**src/rtl/alu_pkg.sv**
```systemverilog
// Shared opcode encodings and FSM state type for the sequenced accumulator ALU.
package alu_pkg;

    localparam logic [3:0] ALU_AND = 4'b0001;
    localparam logic [3:0] ALU_ADD = 4'b0010;
    localparam logic [3:0] ALU_LDA = 4'b0011;
    localparam logic [3:0] ALU_SUB = 4'b0100;
    localparam logic [3:0] ALU_CMA = 4'b1001;
    localparam logic [3:0] ALU_CME = 4'b1010;
    localparam logic [3:0] ALU_CIR = 4'b1011;
    localparam logic [3:0] ALU_CIL = 4'b1100;
    localparam logic [3:0] ALU_INP = 4'b1101;

    typedef enum logic [1:0] {
        ST_IDLE = 2'd0,
        ST_RUN  = 2'd1,
        ST_DONE = 2'd2
    } alu_state_e;

endpackage

```
**src/rtl/alu_rotate_step.sv**
```systemverilog
// One-bit circular rotate of the {E,AC} ring; dir_left selects CIL, otherwise CIR.
module alu_rotate_step #(
    parameter int WIDTH = 16
) (
    input  logic [WIDTH:0] ring_in,
    input  logic           dir_left,
    output logic [WIDTH:0] ring_out
);

    // Bit WIDTH of the ring is E; bits WIDTH-1..0 are AC.
    always_comb begin
        if (dir_left) begin
            ring_out = {ring_in[WIDTH-1:0], ring_in[WIDTH]};
        end else begin
            ring_out = {ring_in[0], ring_in[WIDTH:1]};
        end
    end

endmodule

```
**src/rtl/alu_seq_unit.sv**
```systemverilog
// Registered accumulator ALU with start/done handshake; rotates advance one bit per clock.
module alu_seq_unit
    import alu_pkg::*;
#(
    parameter int WIDTH      = 16,
    parameter int INPR_WIDTH = 8,
    parameter int SHAMT_W    = 4
) (
    input  logic                  clk,
    input  logic                  reset,
    input  logic                  start,
    input  logic [3:0]            alu_code,
    input  logic [SHAMT_W-1:0]    shamt,
    input  logic [WIDTH-1:0]      ac_outdata,
    input  logic [WIDTH-1:0]      dr_outdata,
    input  logic                  e_outdata,
    input  logic [INPR_WIDTH-1:0] inpr_outdata,
    output logic                  busy,
    output logic                  done,
    output logic [WIDTH-1:0]      alu_outdata,
    output logic                  e_indata,
    output logic                  ff_en,
    output logic                  z_flag,
    output logic                  n_flag
);

    localparam logic [WIDTH:0]     ONE_EXT = 1;
    localparam logic [SHAMT_W-1:0] ONE_CNT = 1;

    alu_state_e           state_q, state_d;
    logic [SHAMT_W-1:0]   count_q, count_d;
    logic                 dir_q, dir_d;
    logic [WIDTH:0]       ring_q, ring_d;
    logic [WIDTH-1:0]     result_q, result_d;
    logic                 e_q, e_d;
    logic                 ff_wr_q, ff_wr_d;
    logic                 z_q, z_d;
    logic                 n_q, n_d;

    logic [WIDTH:0]       add_sum;
    logic [WIDTH:0]       sub_sum;
    logic [WIDTH:0]       step_out;
    logic [WIDTH-1:0]     sc_result;
    logic                 sc_e;
    logic                 sc_ff;
    logic                 is_rotate;

    logic                 load_out;
    logic [WIDTH-1:0]     out_val;
    logic                 out_e;
    logic                 out_ff;

    assign add_sum = {1'b0, ac_outdata} + {1'b0, dr_outdata};
    assign sub_sum = {1'b0, ac_outdata} + {1'b0, ~dr_outdata} + ONE_EXT;

    alu_rotate_step #(
        .WIDTH(WIDTH)
    ) u_rotate_step (
        .ring_in (ring_q),
        .dir_left(dir_q),
        .ring_out(step_out)
    );

    // Result of every op that completes in the start cycle (including zero-length rotates).
    always_comb begin
        sc_result = ac_outdata;
        sc_e      = e_outdata;
        sc_ff     = 1'b0;
        is_rotate = 1'b0;
        case (alu_code)
            ALU_AND: sc_result = ac_outdata & dr_outdata;
            ALU_ADD: begin
                sc_result = add_sum[WIDTH-1:0];
                sc_e      = add_sum[WIDTH];
                sc_ff     = 1'b1;
            end
            ALU_LDA: sc_result = dr_outdata;
            ALU_SUB: begin
                sc_result = sub_sum[WIDTH-1:0];
                sc_e      = sub_sum[WIDTH];
                sc_ff     = 1'b1;
            end
            ALU_CMA: sc_result = ~ac_outdata;
            ALU_CME: begin
                sc_e  = ~e_outdata;
                sc_ff = 1'b1;
            end
            ALU_INP: sc_result = {ac_outdata[WIDTH-1:INPR_WIDTH], inpr_outdata};
            ALU_CIR, ALU_CIL: begin
                sc_ff     = 1'b1;
                is_rotate = 1'b1;
            end
            default: ;
        endcase
    end

    always_comb begin
        state_d  = state_q;
        count_d  = count_q;
        dir_d    = dir_q;
        ring_d   = ring_q;
        load_out = 1'b0;
        out_val  = result_q;
        out_e    = e_q;
        out_ff   = ff_wr_q;
        case (state_q)
            ST_IDLE: begin
                if (start) begin
                    if (is_rotate && (shamt != '0)) begin
                        ring_d  = {e_outdata, ac_outdata};
                        count_d = shamt;
                        dir_d   = (alu_code == ALU_CIL);
                        state_d = ST_RUN;
                    end else begin
                        load_out = 1'b1;
                        out_val  = sc_result;
                        out_e    = sc_e;
                        out_ff   = sc_ff;
                        state_d  = ST_DONE;
                    end
                end
            end
            ST_RUN: begin
                ring_d  = step_out;
                count_d = count_q - ONE_CNT;
                // The last step is published straight from the rotator, saving a cycle.
                if (count_q == ONE_CNT) begin
                    load_out = 1'b1;
                    out_val  = step_out[WIDTH-1:0];
                    out_e    = step_out[WIDTH];
                    out_ff   = 1'b1;
                    state_d  = ST_DONE;
                end
            end
            ST_DONE: state_d = ST_IDLE;
            default: state_d = ST_IDLE;
        endcase

        result_d = result_q;
        e_d      = e_q;
        ff_wr_d  = ff_wr_q;
        z_d      = z_q;
        n_d      = n_q;
        if (load_out) begin
            result_d = out_val;
            e_d      = out_e;
            ff_wr_d  = out_ff;
            z_d      = (out_val == '0);
            n_d      = out_val[WIDTH-1];
        end
    end

    always_ff @(posedge clk or posedge reset) begin
        if (reset) begin
            state_q  <= ST_IDLE;
            count_q  <= '0;
            dir_q    <= 1'b0;
            ring_q   <= '0;
            result_q <= '0;
            e_q      <= 1'b0;
            ff_wr_q  <= 1'b0;
            z_q      <= 1'b0;
            n_q      <= 1'b0;
        end else begin
            state_q  <= state_d;
            count_q  <= count_d;
            dir_q    <= dir_d;
            ring_q   <= ring_d;
            result_q <= result_d;
            e_q      <= e_d;
            ff_wr_q  <= ff_wr_d;
            z_q      <= z_d;
            n_q      <= n_d;
        end
    end

    // ff_en is a pulse even though the E-write decision is held with the result.
    assign busy        = (state_q == ST_RUN);
    assign done        = (state_q == ST_DONE);
    assign ff_en       = done & ff_wr_q;
    assign alu_outdata = result_q;
    assign e_indata    = e_q;
    assign z_flag      = z_q;
    assign n_flag      = n_q;

endmodule

```
**config.mk**
```make
export PLATFORM = sky130hd
export DESIGN_NAME = alu_seq_unit
export DESIGN_NICKNAME = d
export VERILOG_FILES = /design/src/rtl/alu_pkg.sv /design/src/rtl/alu_rotate_step.sv /design/src/rtl/alu_seq_unit.sv
export SDC_FILE = /design/constraint.sdc
export NUM_CORES = 1
export LEC_CHECK = 0
export BUFFER_PORTS_ARGS = -buffer_cell sky130_fd_sc_hd__buf_2
export CAP_MARGIN = 20
export CORE_ASPECT_RATIO = 1.75
export CORE_MARGIN = 2
export CORE_UTILIZATION = 55
export CTS_CLUSTER_SIZE = 12
export DETAILED_ROUTE_END_ITERATION = 10
export GPL_ROUTABILITY_DRIVEN = 1
export PLACE_DENSITY = 0.8
export SETUP_SLACK_MARGIN = 0.15
export SYNTH_ARGS = -nofsm -noshare
export SYNTH_HDL_FRONTEND = slang
export SYNTH_HIERARCHICAL = 1
export SYNTH_SLANG_ARGS = --single-unit
```
**constraint.sdc**
```tcl
create_clock -name clk -period 6.3 [get_ports clk]
set_input_delay 1.26 -clock clk [delete_from_list [all_inputs] [get_ports clk]]
set_output_delay 1.26 -clock clk [all_outputs]
set_load 0.1 [all_outputs]
```
==> results of run 1 <==
[worst max path at each step]
stage               endpoint  depth (start not counted)  slack, ns
floorplan             z_flag                         13       1.77
global placement      z_flag                         10       1.15
detailed placement    z_flag                         10       1.10
CTS                   z_flag                         10       1.38
global route          z_flag                         10       1.20
finish                z_flag                         10       1.32
[worst min-delay path, cell delays in order (launching register included)]
cell	delay, ns
dfrtp_1	0.35
nand2_1	0.05
o21ai_0	0.06
[layout make-up]
cell class | count | area (um2) | area share, %
tap | 125 | 156 | 2.66
multi-input combinational | 578 | 3900 | 66.4
sequential | 43 | 1080 | 18.3
clock buffer | 5 | 125 | 2.13
timing repair buffer | 80 | 418 | 7.11
inverter | 41 | 154 | 2.62
clock inverter | 3 | 43.8 | 0.745
[per-layer routing]
metal | global-route usage [%] | part of all wire (%)
met5 | 0 | 0
met4 | 19.7 | 5.5
met3 | 2.27 | 6.7
met2 | 62.0 | 50
met1 | 43.1 | 38
[registers in the layout, summed over array words and instances, names as in the netlist]
name         flops
e_indata         1
state_q          2
dir_q            1
ff_wr_q          1
ring_q          17
alu_outdata     16
z_flag           1
count_q          4
[power breakdown]
part           switching, mW  internal, mW
Clock                  0.114         0.187
Combinational          0.930         0.390
Sequential             0.155         0.403
[cell usage after synthesis, drive strengths merged (6+ instances only)]
master	count	area [um2]
a211oi	6	45.0
a21oi	45	225
a221oi	7	61.3
a22o	6	52.6
a22oi	17	128
a31oi	20	125
and3	8	50.1
buf	19	151
clkbuf	29	169
dfrtp	43	1080
ha	35	438
inv	40	150
mux2	19	251
mux2i	7	70.1
nand2	86	325
nand2b	8	52.6
nand3	16	80.1
nor2	68	265
nor2b	9	56.3
nor3	17	85.1
nor4	7	43.8
o211ai	7	57.6
o21a	6	45.0
o21ai	47	235
o21bai	6	45.0
o22ai	10	62.6
or3	6	38.8
xnor2	7	61.3
[kinds of logic (layout without fill, tap and decap cells)]
| logic type | Yosys count | in the layout | share of synthesized area [%] |
|---|---|---|---|
| flip-flops | 43 | 43 | 19.8 |
| adder cells (fa/ha/maj) | 37 | 37 | 8.78 |
| AND/OR/NAND/NOR | 259 | 259 | 23.7 |
| buffers and inverters | 89 | 129 | 8.71 |
| multiplexers | 26 | 26 | 5.91 |
| AO/OA/AOI/OAI | 244 | 244 | 31.2 |
| XOR/XNOR | 12 | 12 | 1.93 |
==> metrics.md, run 1 <==
| Metric | Value |
|---|---|
| Worst path required time | `6.51 ns` |
| Mapped Avg Cell Area | `7.67 um2` |
| Gpl congestion | `0.978` |
| Reg-to-Reg End | `z_flag` |
| Worst setup margin | `1.32 ns` |
| Most used cell, CP | `or4_1` |
| Die area | `10700 um2` |
| Cell chain of the critical path | `buf_2 > nor2_2 > a221o_2 > nand2_2 > a2111o_1 > a31o_1 > or4_1 > or4_1 > or4b_1 > o31ai_2` |
| Hold Crit Start | `ff_wr_q` |
| Fin. Hold Viols | `0` |
| Setup Skew | `0.00558 ns` |
| Nets | `838` |
| Setup tns final | `0 ns` |
| Endpoints failing setup | `0` |
| Arr. time, crit path | `5.19 ns` |
| Hpwl dp | `14.6 mm` |
| CTS Root Buffer Type | `clkbuf_16` |
| CP max stage cell | `nor2_2` |
| # DRC | `0` |
| Slew margin rel. | `32.7%` |
| Final std cells w/o fill | `875` |
| Final worst hold slack | `0.487 ns` |
| CTS tree | `yes` |
| ANT nets after route | `0` |
| Fin util | `60.4%` |
| Starting DRC count in detailed routing | `648` |
| Most common cell after layout, fill and taps aside | `nand2_1` |
| Clk slew on worst S/H paths | `0.06 ns` |
| Die X | `79.2 um` |
| Minimum clock period | `4.98 ns` |
| CP max FO | `42` |
| # IOs | `74` |
| GR Overflow Total | `0` |
| DIE HEIGHT | `136 um` |
| Register area share after synthesis | `19.8%` |
| Synthesized area | `5450 um2` |
| Initial antenna violation count | `0` |
| Pwr per Cell Area | `371 nW/um2` |
| Static leakage | `2.53 nW` |
| Vias/cell | `6.78` |
| Pre-Repair DR Iteration Count | `5` |
| Max-slew violations | `0` |
| Worst Hold Path EP | `ff_wr_q` |
| Dominant delay contributor by cell family on the critical path | `simple AND/OR/NAND/NOR gates` |
| Clock sinks | `43` |
| Cell area after layout | `5870 um2` |
| Crit path launch | `alu_code[2]` |
| RR Startpoint | `count_q[1]` |
| Critical path class | `input pin to flop` |
| Most frequent cells in the layout | `nand2_1 (85), buf_2 (73), nor2_1 (66)` |
| Fillers | `909` |
| Post CTS Setup Buffer Count | `0` |
| Max frequency | `201 MHz` |
| Pre-CTS setup slack | `1.10 ns` |
| Hold-critical path depth | `2` |
| Actual slew at the worst max-slew pin | `1.01 ns` |
| Crit-path max cell delay | `0.69 ns` |
| P&R area growth vs syn | `7.88%` |
| Class of the worst hold path | `flop to flop` |
| Status | `completed` |
| Routed vias | `5930` |
| Ys flop type | `dfrtp_1` |
| Placed Cells | `867` |
| EDFF count, synth | `0` |
| Asr flop ratio synth | `100%` |
| Total GRT Usage | `35.6%` |
| FP Rows | `48` |
| Reg2reg path depth | `12` |
| Worst R2R Setup Slack | `2.36 ns` |
| Syn Inst Count | `710` |
| Worst skew pair latency | `0.30 ns` |
| Initial Utilization | `56.0%` |
| Largest net degree at the start of global routing | `44` |
| CTS max path bufs | `2` |
| CTS buffer count | `5` |
| Startpoint class of the critical path | `input pin` |
| N_diodes | `0` |
| Final Cycle Share | `79.1%` |
| H-tree depth | `2` |
| CP Capture Type | `flop` |
| Maximum capacitance violations | `0` |
| Yosys warning total | `6` |
| Layout cells sized above 1 | `18.3%` |
| Hold buffers post-CTS | `0` |
| First-pass GRT wire length | `29.8 mm` |
| Port Buffers | `73` |
| Worst path bufs/invs | `1` |
| Post-DP Area | `5710 um2` |
| WL/cell | `21.8 um` |
| # resized after CTS | `0` |
| Unique masters post-synth | `93` |
| Vias in the first global route | `5637` |
| Flops & latches, synth | `43` |
| Area of the core | `9730 um2` |
| Worst VDD drop | `0.000306 V` |
| PnR Total Power | `2.18 mW` |
| Unrepaired setup endpoints after global routing | `no` |
| Post-Route WL | `19.1 mm` |
| Syn Nets | `799` |
Power figures use the tool's default switching activity.
==> run 2: changes to the inputs <==
Settings changed: ABC_AREA from default to 1.
Clock period 6.3 ns to 4.8 ns, I/O delays scaled along.
==> run 2 against run 1 <==
Net effect:
- die area is 0.94% lower
- design area is 0.26% higher
- first-iteration DRC count is 14% lower
- largest power group unchanged
- worst hold slack better by 0.034 ns
- core utilization is 1.4 points higher
- sequential cell count stayed put
==> metrics.md, run 2 <==
| Metric | Value |
|---|---|
| Worst path required time | `5.03 ns` |
| Most used cell, CP | `nor2_1` |
| Minimum clock period | `3.33 ns` |
| Sw frac | `59.2%` |
| Fin. Hold Viols | `0` |
| EDFF count, synth | `0` |
| Pre-Repair DR Iteration Count | `5` |
| Setup Skew | `0.00606 ns` |
| Layout cells sized above 1 | `12.5%` |
| Starting DRC count in detailed routing | `558` |
| First-pass GRT wire length | `29.4 mm` |
| Arr. time, crit path | `3.56 ns` |
| Met3 Usage GRT | `3.07%` |
| Initial antenna violation count | `0` |
| Unrepaired setup endpoints after global routing | `no` |
| Clock sinks | `43` |
| Fin util | `61.8%` |
| Asr flop ratio synth | `100%` |
| Combinational share of power | `62.6%` |
| Flop pwr share | `25.2%` |
| CP Capture Type | `flop` |
| Most common cell after layout, fill and taps aside | `nand2_1` |
| Post-Route WL | `18.5 mm` |
| CTS tree | `yes` |
| Maximum capacitance violations | `0` |
| Static leakage | `3.25 nW` |
| Total GRT Usage | `35.2%` |
| Mapped Avg Cell Area | `5.76 um2` |
| CTS buffer count | `5` |
| Syn Nets | `1025` |
| FP Rows | `47` |
| Synth area leaders | `nand2_1 (21%), dfrtp_1 (20%), inv_1 (8.6%)` |
| Worst R2R Setup Slack | `1.47 ns` |
| DIE HEIGHT | `135 um` |
| Max-slew violations | `0` |
| Cell chain of the critical path | `nor2_1 > buf_4 > inv_1 > nor2_1 > a22oi_1 > nand3_1 > nor2_2 > nand2_1 > nor2_1 > nand3_1 > nor2_1 > nand3_1 > nor2_1 > nand3_1 > nand2_1` |
| Switch Pwr | `1.69 mW` |
| P&R area growth vs syn | `9.24%` |
| Slew margin rel. | `40.6%` |
| # resized after CTS | `0` |
| Flops & latches, synth | `43` |
| Worst skew pair latency | `0.29 ns` |
| Syn Inst Count | `936` |
| Clk pwr share | `12.2%` |
| Final Cycle Share | `69.4%` |
| H-tree depth | `2` |
| Initial Utilization | `56.6%` |
| Die X | `78.8 um` |
| Actual slew at the worst max-slew pin | `0.888 ns` |
| Vias/cell | `5.78` |
| # DRC | `0` |
| GR Overflow Total | `0` |
| Worst VDD drop | `0.000330 V` |
| Internal power | `1.16 mW` |
| Hold buffers post-CTS | `0` |
| Port Buffers | `73` |
| Routing usage on met2 | `63.8%` |
| Ys flop type | `dfrtp_1` |
| N_diodes | `0` |
| Max frequency | `300 MHz` |
| Max FFs per register | `17` |
| Largest net degree at the start of global routing | `44` |
| Reg2reg path depth | `15` |
| Pwr per Cell Area | `484 nW/um2` |
| Hpwl dp | `14.7 mm` |
| # IOs | `74` |
| Top cell type's share of synthesized area | `20.6%` |
| Post CTS Setup Buffer Count | `0` |
| WL/cell | `16.7 um` |
| Grt peak-use layer | `met2` |
| Vias in the first global route | `6197` |
| CTS Root Buffer Type | `clkbuf_16` |
| Dominant delay contributor by cell family on the critical path | `simple AND/OR/NAND/NOR gates` |
| CTS max path bufs | `2` |
| Yosys warning total | `6` |
| Endpoints failing setup | `0` |
| CP max FO | `25` |
| Worst path bufs/invs | `2` |
| Class of the worst hold path | `flop to flop` |
| Gpl congestion | `0.989` |
| Die area | `10600 um2` |
| Register area share after synthesis | `20.0%` |
| Instance count on the critical path | `15` |
| Top reg by flops | `ring_q` |
| Critical path class | `flop to flop` |
| Clk slew on worst S/H paths | `0.06 ns` |
| Crit-path max cell delay | `0.70 ns` |
| Startpoint class of the critical path | `flop` |
| Synthesized area | `5390 um2` |
| Routed vias | `6420` |
| Area of the core | `9530 um2` |
| Nets | `1078` |
| CP max stage cell | `dfrtp_1` |
| Unique masters post-synth | `41` |
| Most frequent cells in the layout | `nand2_1 (296), inv_1 (122), nor2_1 (111)` |
| Hold-critical path depth | `2` |
| Post-synth top cells | `nand2_1 (296), inv_1 (123), nor2_1 (111)` |
| ANT nets after route | `0` |
| Status | `completed` |
| Most used standard cell by instance count after synthesis | `nand2_1` |
| Setup tns final | `0 ns` |
| Post-synth top area cell | `nand2_1` |
| Met1 Use GR | `37.7%` |
## run 2: cell type report
| cell class | instances | area, um2 |
|---|---|---|
| fillers | 1001 | 3640 |
| multi-input cells | 731 | 3610 |
| flip-flops and latches | 43 | 1080 |
| inverters | 129 | 492 |
| repair buffers | 79 | 410 |
| well taps | 122 | 153 |
| clock buffers | 6 | 139 |
| clock inverters | 1 | 5.00 |
## run 2: cells by family (layout without fill, tap and decap cells)
group / count (synthesis) / in the layout / synth area share (%)
buffers and inverters: 162 / 215 / 13.0
AND/OR/NAND/NOR: 548 / 548 / 42.7
XOR/XNOR: 2 / 2 / 0.325
AO/OA/AOI/OAI: 144 / 144 / 15.2
adder cells (fa/ha/maj): 37 / 37 / 8.87
flip-flops: 43 / 43 / 20.0
## run 2: path summary, 6_finish.rpt
path,startpoint,endpoint
max in group asynchronous,reset,alu_outdata[1]
min in group asynchronous,reset,ring_q[11]
hold / removal,ring_q[1],ring_q[1]
hold reg to reg,ring_q[1],ring_q[1]
setup reg to reg,state_q[1],z_flag
setup / recovery,state_q[1],z_flag
## run 2: metal layers
layer | wire length [um] | vias up
met5 | 0 | -
met4 | 1330 | 0
met3 | 1190 | 107
met2 | 9470 | 349
met1 | 6530 | 2871
li1 | - | 3093
## run 2: through the flow
stage	hold WS [ns]	worst slack (ns)	instance area [um2]	power, mW	instances
CTS	0.518	1.53	5890	2.82	1111
global placement	0.491	1.43	5750	2.46	1104
finish	0.521	1.47	5890	2.85	1111
global route	0.533	1.12	5890	3.02	1111
floorplan	0.471	1.21	5390	2.10	936
detailed placement	0.502	1.42	5750	2.47	1104
## run 2: worst reg2reg max path, stage by stage, from the launching register on
cell and delay, ns:
dfrtp_1 0.70, nor2_1 0.10, buf_4 0.24, inv_1 0.56, nor2_1 0.42, a22oi_1 0.25
nand3_1 0.12, nor2_2 0.15, nand2_1 0.06, nor2_1 0.10, nand3_1 0.08, nor2_1 0.14
nand3_1 0.09, nor2_1 0.11, nand3_1 0.08, nand2_1 0.06
## run 2: power by group through the flow
stage	logic (mW)	registers (mW)	clock network [mW]
after floorplan	0.938	1.16	0
after global placement	1.74	0.714	0
after detailed placement	1.76	0.716	0
after CTS	1.76	0.711	0.344
after global routing	1.93	0.731	0.356
final	1.78	0.718	0.347
==> run 3: changes to the inputs <==
Clock period 4.8 ns to 3.3 ns, I/O delays scaled along.
==> run 3 against run 2 <==
Net effect:
- critical path depth grew 4
- total power grew 46%
- sequential share of layout area shrank 0.24 points
- global-route usage grew 0.98 points
- clock power grew 42%
- via count grew 0.89%
- sequential power grew 46%
- first-iteration DRC count grew 4.7%
- core utilization grew 0.81 points
- register-to-register slack lost 0.81 ns
==> metrics.md, run 3 (same netlist as run 2, synthesis figures left out) <==
| Metric | Value |
|---|---|
| Pwr per Cell Area | `696 nW/um2` |
| Actual slew at the worst max-slew pin | `0.895 ns` |
| Initial Utilization | `56.6%` |
| Area of the core | `9530 um2` |
| CTS buffer count | `5` |
| Critical path class | `input pin to flop` |
| Vias in the first global route | `6342` |
| CP Capture Type | `flop` |
| Worst path required time | `3.52 ns` |
| Arr. time, crit path | `2.99 ns` |
| H-tree depth | `2` |
| Starting DRC count in detailed routing | `584` |
| Port Buffers | `73` |
| FP Rows | `47` |
| CTS tree | `yes` |
| Max FFs per register | `17` |
| GR Overflow Total | `0` |
| First-pass GRT wire length | `30.2 mm` |
| Hpwl dp | `15.2 mm` |
| Most frequent cells in the layout | `nand2_1 (296), inv_1 (122), nor2_1 (111)` |
| Slew margin rel. | `40.0%` |
| CP max FO | `5` |
| Nets | `1087` |
| Class of the worst hold path | `input pin to asynchronous set/reset pin` |
| Max-slew violations | `0` |
| Status | `completed` |
| Total GRT Usage | `36.2%` |
| Worst skew pair latency | `0.28 ns` |
| WL/cell | `16.8 um` |
| Fin util | `62.6%` |
| Largest net degree at the start of global routing | `26` |
| Clock sinks | `43` |
| Post-Route WL | `18.8 mm` |
| ANT nets after route | `0` |
| Worst VDD drop | `0.000511 V` |
| Die X | `78.8 um` |
| Vias/cell | `5.78` |
| Die area | `10600 um2` |
| Setup tns final | `0 ns` |
| Startpoint class of the critical path | `input pin` |
| Endpoints failing setup | `0` |
| Routed vias | `6477` |
| # IOs | `74` |
| Maximum capacitance violations | `0` |
| Final Cycle Share | `83.9%` |
| N_diodes | `0` |
| P&R area growth vs syn | `10.7%` |
| Most common cell after layout, fill and taps aside | `nand2_1` |
| Pre-Repair DR Iteration Count | `6` |
| Minimum clock period | `2.77 ns` |
| Unrepaired setup endpoints after global routing | `no` |
| Top reg by flops | `ring_q` |
| Fin. Hold Viols | `0` |
| Static leakage | `3.30 nW` |
| Layout cells sized above 1 | `13.5%` |
| Setup Skew | `0.00487 ns` |
| Reg2reg path depth | `14` |
| Post CTS Setup Buffer Count | `0` |
| Hold buffers post-CTS | `0` |
| Max frequency | `361 MHz` |
| DIE HEIGHT | `135 um` |
| Gpl congestion | `1.15` |
| # DRC | `0` |
| Initial antenna violation count | `0` |
| Clk slew on worst S/H paths | `0.06 ns` |
| CTS max path bufs | `2` |
| CTS Root Buffer Type | `clkbuf_16` |
[run 3: worst paths after layout]
| path | start | to | slack [ns] |
|---|---|---|---|
| worst max-delay path | ac_outdata[0] | z_flag | 0.53 |
| worst min-delay path | reset | ring_q[12] | 0.45 |
| worst max register to register | state_q[1] | z_flag | 0.66 |
| worst min register to register | z_flag | z_flag | 0.52 |
| max in group asynchronous | reset | alu_outdata[1] | 2.14 |
| min in group clk | z_flag | z_flag | 0.52 |
[run 3: worst max-delay path, stage by stage]
cell and delay [ns]:
buf_2 0.14, ha_1 0.19, inv_1 0.06, fa_1 0.38, inv_1 0.07, nand2_1 0.06, nand2_1 0.14, nand3_1 0.09
nand2_1 0.15, nand2_1 0.10, nand2_1 0.07, nand2_1 0.05, nand3_1 0.06, nand3_1 0.10, o21ai_0 0.18, nand3_1 0.14
nor3_1 0.20, nand3_1 0.09, nand2_1 0.06
[run 3: timing repair]
action / CTS / global route
hold endpoints to repair: 0 / 0
endpoints found under the setup margin: 0 / 1
resized for setup: 0 / 1
[run 3: cell type report]
class | instances | area (um2)
Inverter | 129 | 492
Clock inverter | 1 | 5.00
Timing Repair Buffer | 88 | 478
Clock buffer | 6 | 139
Fill cell | 1044 | 3560
Sequential cell | 43 | 1080
Tap cell | 122 | 153
Multi-Input combinational cell | 731 | 3620
[run 3: power by group]
part	switching [mW]	total, mW	internal (mW)
clock	0.197	0.492	0.295
sequential	0.266	1.05	0.784
combinational	1.98	2.61	0.631
[run 3: routing by layer]
layer	vias to the layer above	track usage (%)	wire (um)
met4	0	25.0	1380
met5	-	0	0
li1	3106	-	-
met1	2931	38.6	6570
met3	96	3.14	1140
met2	344	66.0	9700
[run 3: per-stage QoR]
step	setup slack [ns]	total power, mW	instances	instance area [um2]	hold slack [ns]
3_3_place_gp	0.149	3.59	1113	5820	0.500
6_report	0.530	4.16	1120	5970	0.445
3_5_place_dp	0.179	3.63	1113	5820	0.513
2_1_floorplan	0.607	3.06	936	5400	0.471
4_1_cts	0.465	4.13	1120	5960	0.458
5_1_grt	0.224	4.42	1120	5970	0.489
